===== src/rtl/shift_pkg.sv =====
// Shared types and helpers for the serial-to-parallel receive path.
package shift_pkg;

    typedef enum logic [1:0] {
        IDLE  = 2'd0,
        SHIFT = 2'd1,
        PAR   = 2'd2
    } deser_state_t;

    // Bit count needed to hold 0..width inclusive.
    function automatic int cnt_width(input int width);
        return $clog2(width + 1);
    endfunction

endpackage


===== src/rtl/deser_hold_reg.sv =====
// Single-entry valid/ready holding register for assembled words.
// A word offered while the entry is full and not being drained is dropped
// and raises the sticky ovf flag. A new overflow takes priority over ovf_clr.
module deser_hold_reg #(
    parameter int WIDTH = 8
) (
    input  logic             clk,
    input  logic             rstn,
    input  logic             load_req,
    input  logic [WIDTH-1:0] load_data,
    input  logic             out_rdy,
    input  logic             ovf_clr,
    output logic [WIDTH-1:0] out_data,
    output logic             out_vld,
    output logic             ovf
);

    logic accept;
    logic drop;

    assign accept = load_req & (~out_vld | out_rdy);
    assign drop   = load_req & out_vld & ~out_rdy;

    // Holding register, valid flag and sticky overflow.
    always_ff @(posedge clk or negedge rstn) begin
        if (!rstn) begin
            out_data <= '0;
            out_vld  <= 1'b0;
            ovf      <= 1'b0;
        end else begin
            if (accept) begin
                out_data <= load_data;
                out_vld  <= 1'b1;
            end else if (out_vld && out_rdy) begin
                out_vld  <= 1'b0;
            end

            if (drop) begin
                ovf <= 1'b1;
            end else if (ovf_clr) begin
                ovf <= 1'b0;
            end
        end
    end

endmodule


===== src/rtl/shift_deser.sv =====
// Serial-to-parallel receiver: aligns on in_sof, assembles WIDTH-bit words
// and hands them to a valid/ready holding register.
// Optional even-parity bit after each word: define SHIFT_DESER_PARITY_EN.
//
//   state | meaning
//   IDLE  | unaligned, waiting for a strobed sof bit
//   SHIFT | accumulating data bits, cnt = bits received so far
//   PAR   | word complete, waiting for its parity bit (parity builds only)
module shift_deser
    import shift_pkg::*;
#(
    parameter int WIDTH     = 8,
    parameter bit MSB_FIRST = 1'b1
) (
    input  logic             clk,
    input  logic             rstn,
    input  logic             in_vld,
    input  logic             in_bit,
    input  logic             in_sof,
    output logic [WIDTH-1:0] out_data,
    output logic             out_vld,
    input  logic             out_rdy,
    output logic             ovf,
    input  logic             ovf_clr,
    output logic             par_err
);

    localparam int             CW       = cnt_width(WIDTH);
    localparam logic [CW-1:0]  CNT_LAST = CW'(WIDTH - 1);
`ifdef SHIFT_DESER_PARITY_EN
    localparam logic [CW-1:0]  CNT_FULL = CW'(WIDTH);
`endif

    deser_state_t     state, state_nxt;
    logic [CW-1:0]    cnt, cnt_nxt;
    logic [WIDTH-1:0] acc, acc_nxt;
    logic [WIDTH-1:0] acc_shift;
    logic [WIDTH-1:0] acc_sof;
    logic             load_req;
    logic [WIDTH-1:0] load_data;
`ifdef SHIFT_DESER_PARITY_EN
    logic             par_err_nxt;
`endif

    // The sof bit is placed so that WIDTH-1 further shifts move it to the
    // word's first-bit position.
    assign acc_shift = MSB_FIRST ? {acc[WIDTH-2:0], in_bit} : {in_bit, acc[WIDTH-1:1]};
    assign acc_sof   = MSB_FIRST ? {{(WIDTH-1){1'b0}}, in_bit} : {in_bit, {(WIDTH-1){1'b0}}};

    // State, bit counter and accumulator registers.
    always_ff @(posedge clk or negedge rstn) begin
        if (!rstn) begin
            state <= IDLE;
            cnt   <= '0;
            acc   <= '0;
        end else begin
            state <= state_nxt;
            cnt   <= cnt_nxt;
            acc   <= acc_nxt;
        end
    end

    // Next-state, accumulation and delivery request.
    always_comb begin
        state_nxt = state;
        cnt_nxt   = cnt;
        acc_nxt   = acc;
        load_req  = 1'b0;
        load_data = acc_shift;
`ifdef SHIFT_DESER_PARITY_EN
        par_err_nxt = 1'b0;
`endif
        if (in_vld) begin
            if (in_sof) begin
                // sof always restarts a word, discarding any partial one
                acc_nxt   = acc_sof;
                cnt_nxt   = CW'(1);
                state_nxt = SHIFT;
            end else begin
                case (state)
                    SHIFT: begin
                        acc_nxt = acc_shift;
                        if (cnt == CNT_LAST) begin
`ifdef SHIFT_DESER_PARITY_EN
                            cnt_nxt   = CNT_FULL;
                            state_nxt = PAR;
`else
                            load_req  = 1'b1;
                            cnt_nxt   = '0;
`endif
                        end else begin
                            cnt_nxt = cnt + CW'(1);
                        end
                    end
`ifdef SHIFT_DESER_PARITY_EN
                    PAR: begin
                        cnt_nxt   = '0;
                        state_nxt = SHIFT;
                        load_data = acc;
                        if (in_bit == ^acc) begin
                            load_req = 1'b1;
                        end else begin
                            par_err_nxt = 1'b1;
                        end
                    end
`endif
                    default: ;
                endcase
            end
        end
    end

`ifdef SHIFT_DESER_PARITY_EN
    // One-cycle parity error pulse, aligned with the would-be delivery.
    always_ff @(posedge clk or negedge rstn) begin
        if (!rstn) begin
            par_err <= 1'b0;
        end else begin
            par_err <= par_err_nxt;
        end
    end
`else
    assign par_err = 1'b0;
`endif

    deser_hold_reg #(
        .WIDTH (WIDTH)
    ) u_hold (
        .clk       (clk),
        .rstn      (rstn),
        .load_req  (load_req),
        .load_data (load_data),
        .out_rdy   (out_rdy),
        .ovf_clr   (ovf_clr),
        .out_data  (out_data),
        .out_vld   (out_vld),
        .ovf       (ovf)
    );

endmodule


===== config.mk =====
export PLATFORM = sky130hd
export DESIGN_NAME = shift_deser
export DESIGN_NICKNAME = d
export VERILOG_FILES = /design/src/rtl/shift_pkg.sv /design/src/rtl/deser_hold_reg.sv /design/src/rtl/shift_deser.sv
export SDC_FILE = /design/constraint.sdc
export NUM_CORES = 1
export LEC_CHECK = 0
export CAP_MARGIN = 5
export CORE_UTILIZATION = 45
export DETAILED_ROUTE_END_ITERATION = 6
export GPL_ROUTABILITY_DRIVEN = 0
export PLACE_DENSITY = 0.7
export RECOVER_POWER = 25
export SYNTH_ARGS = -nofsm -noshare
export SYNTH_HDL_FRONTEND = slang
export SYNTH_SLANG_ARGS = --single-unit

===== constraint.sdc =====
create_clock -name clk -period 1.3 [get_ports clk]
set_input_delay 0.26 -clock clk [delete_from_list [all_inputs] [get_ports clk]]
set_output_delay 0.26 -clock clk [all_outputs]
set_load 0.05 [all_outputs]

==> impl_metrics.json <==
{
  "internal_power_mw": 1.340,
  "std_cell_rows": 16,
  "run_status": "complete, but fails checks",
  "place.detailed.hpwl_mm": 1.316,
  "worstRegToRegCells": 3,
  "synth_cell_types": 29,
  "fin_nets": 118,
  "die_h_um": 49.22,
  "clk_path_buf_depth": 2,
  "num_io_pins": 18,
  "finalHoldViolCount": 0,
  "ys_seq_area_frac": 0.5486,
  "grt_pass1_vias": 749,
  "globalRoute.busiestLayer": "met2",
  "globalRouteMet2Util": 0.2831,
  "vdd_ir_drop_max_v": 0.0007917,
  "timing.final.setup_violations": 6,
  "max_freq_mhz": 751.5,
  "required_ns": 1.49,
  "cp_max_fo": 8,
  "worst_r2r_startpoint": "cnt[3]",
  "combinationalPowerShare": 0.372,
  "drc": 0,
  "synthesis.instances": 85,
  "stdcell_count": 136,
  "total_congestion_overflow": 0,
  "synth.top_cell.area_share": 0.5486,
  "num_vias": 749,
  "clock_sinks": 22,
  "clkPwrFrac": 0.187,
  "htree_num_levels": 1,
  "tritoncts.num_buffers": 3,
  "grt_max_degree": 23,
  "violations_in_the_final_reports": "negative setup slack",
  "clock_skew_ns": 0.007425,
  "multiInputGateArea_um2": 410.4,
  "placeable_core_area_um2": 2022,
  "seqCellArea_um2": 551.8,
  "cts_hold_buf": 0,
  "total_switching_power_mw": 0.6205,
  "hold_slack_ns": 0.4449,
  "cts.reportedPaths.clkPinSlew_ns": 0.12,
  "drt_first_pass_iters": 4,
  "initial_core_util": 0.4963,
  "yosysWarnings": 0,
  "total_leakage_power_nw": 0.6230,
  "antenna_left": 0,
  "tightestPinTransition_ns": 0.5267,
  "wirelength_mm": 1.882,
  "groute.usage.overall": 0.1848,
  "worstPathArrival_ns": 1.53,
  "n_fill_cell": 157,
  "cts_root_buffer": "clkbuf_4",
  "power.sequential.fraction": 0.441,
  "first_iter_violations": 7,
  "maxSlewViolCount": 0,
  "wire_length_of_the_first_global_routing_pass_mm": 3.353,
  "syn_nets": 93,
  "max-slew-margin-rel": 0.6489,
  "ys_seq_elements": 22,
  "worst_r2r_endpoint": "u_hold.out_data[4]",
  "swShare": 0.3165,
  "worst-setup-path-type": "reg -> reg",
  "period_minus_slack_ns": 1.331,
  "holdCritPathClass": "in -> async",
  "netlist_area_um2": 1003,
  "grt_antenna_before_repair": 0,
  "cap_violations": 0,
  "share_of_final_layout_standard_cells_stronger_than_drive_strength_1": 0.3670,
  "clk-insertion-delay-late_ns": 0.30,
  "placed_cells": 131,
  "regToRegSetupSlack_ns": -0.03,
  "numPortBuffers": 16,
  "met3_global_route_usage": 0.02181,
  "finalCritPeriodShare": 1.024,
  "synthToLayoutAreaGrowth_pct": 39.65,
  "antennaDiodeCount": 0,
  "startpoint_type": "flop",
  "routed_wire_length_per_instance_um": 13.84,
  "pwr_density_cell_nw_per_um2": 1399,
  "layout_setup_ws_ns": -0.03074,
  "die_width_um": 49.22,
  "via_per_inst": 5.507,
  "rsz0062_at_grt": "true",
  "die_area_um2": 2423,
  "grt_use_met1": 0.2490,
  "post_synth.cell_area_avg_um2": 11.81,
  "cts_tree": "built",
  "synth.largest_area_cell": "dfrtp_1",
  "synth_area_leaders": "dfrtp_1, mux2_2, a2bb2oi_1",
  "end_kind": "flop"
}
## cells by family (layout without fill, tap and decap cells)
family                   count (synthesis)  count (layout)  synth area share
AO/OA/AOI/OAI                           22              22            0.1596
other                                    1               1          0.003737
buffers and inverters                   16              40           0.06608
flip-flops                              22              22            0.5486
multiplexers                             9               9            0.1010
AND/OR/NAND/NOR                         14              14            0.1085
adder cells (fa/ha/maj)                  1               1           0.01247
## cell type report
cell class                      instances  area share
Multi-Input combinational cell         47      0.2929
Sequential cell                        22      0.3938
Inverter                               10     0.02679
Timing Repair Buffer                   26      0.2366
Clock buffer                            4     0.02589
Tap cell                               27     0.02411
## power groups by stage
stage / Combinational [mW] / Sequential, mW / Clock, mW
after floorplan: 0.194 / 1.02 / 0
after global placement: 0.685 / 0.868 / 0
after detailed placement: 0.697 / 0.874 / 0
after CTS: 0.719 / 0.861 / 0.380
after global routing: 0.774 / 0.879 / 0.407
final: 0.729 / 0.865 / 0.367
## synth_stat cells
| library cell | n |
|---|---|
| and4b_1 | 1 |
| and2_1 | 1 |
| nand3_1 | 1 |
| buf_2 | 1 |
| buf_1 | 1 |
| a21oi_1 | 1 |
| o22ai_1 | 9 |
| mux2_2 | 9 |
| ha_1 | 1 |
| nor3_1 | 1 |
| a221o_1 | 1 |
| clkbuf_2 | 1 |
| a21o_1 | 1 |
| a31oi_1 | 1 |
| nand4_4 | 1 |
| nand4_1 | 1 |
| nand2b_1 | 2 |
| inv_1 | 10 |
| conb_1 | 1 |
| and3b_1 | 1 |
| dfrtp_1 | 22 |
| and4bb_4 | 1 |
| o21ai_0 | 1 |
| o41ai_1 | 1 |
| clkbuf_1 | 2 |
| nor2b_1 | 1 |
| buf_4 | 1 |
| nand2_1 | 3 |
| a2bb2oi_1 | 7 |
## timing repair
| item | 4_1_cts | 5_1_grt |
|---|---|---|
| resized for setup | 3 | 4 |
| endpoints found under the hold margin | 0 | 0 |
| setup endpoints to repair | 9 | 16 |
| pin swaps | 2 | 0 |
| cloned | 0 | 0 |
| setup buffers | 1 | 0 |
## sequential cells by signal, summed over array words and instances, names as in the netlist
signal,count
u_hold.ovf,1
cnt,4
u_hold.out_data,8
state,1
u_hold.out_vld,1
acc,7
## stage by stage
stage               power, mW  setup TNS (ns)    util  setup WS (ns)  area, µm²
floorplan               1.213               0       -       0.007273       1005
global placement        1.553          -4.880  0.6615        -0.3178       1338
detailed placement      1.572          -5.597  0.6615        -0.3580       1338
CTS                     1.960         -0.1828  0.6856       -0.04510       1386
global route            2.059         -0.5566  0.6931       -0.09340       1401
finish                  1.961        -0.05876  0.6931       -0.03074       1401
## how the worst max path moves through the flow
stage / from / endpoint / slack (ns) / cells after the start
floorplan: cnt[3] / u_hold.out_data[0] / 0.007 / 3
global placement: in_sof / u_hold.out_data[5] / -0.32 / 4
detailed placement: in_vld / u_hold.out_data[2] / -0.36 / 4
CTS: cnt[3] / u_hold.out_data[4] / -0.05 / 3
global route: cnt[3] / u_hold.out_data[4] / -0.09 / 3
finish: cnt[3] / u_hold.out_data[4] / -0.03 / 3
## layout by cell type, fill, tap and decap left out, types with 2 or more instances in the layout
cell / netlist / final
dfrtp_1: 22 / 21
inv_1: 10 / 10
buf_12: 0 / 10
o22ai_1: 9 / 9
buf_4: 1 / 9
mux2_2: 9 / 8
a2bb2oi_1: 7 / 7
clkdlybuf4s50_1: 0 / 4
nand2_1: 3 / 3
clkbuf_4: 0 / 3
nand2b_1: 2 / 2
## critical path, stage by stage, from the launching register on
cell and delay (ns):
dfrtp_1 0.40, and4bb_4 0.32, nand4_4 0.16, mux2_4 0.34
## routing by layer
layer | share of wire | vias up
met3 | 0.037 | 4
met1 | 0.45 | 369
met4 | 0.019 | 0
li1 | - | 357
met2 | 0.50 | 19
met5 | 0 | -
Note: power is estimated with default switching activity, not from simulation.
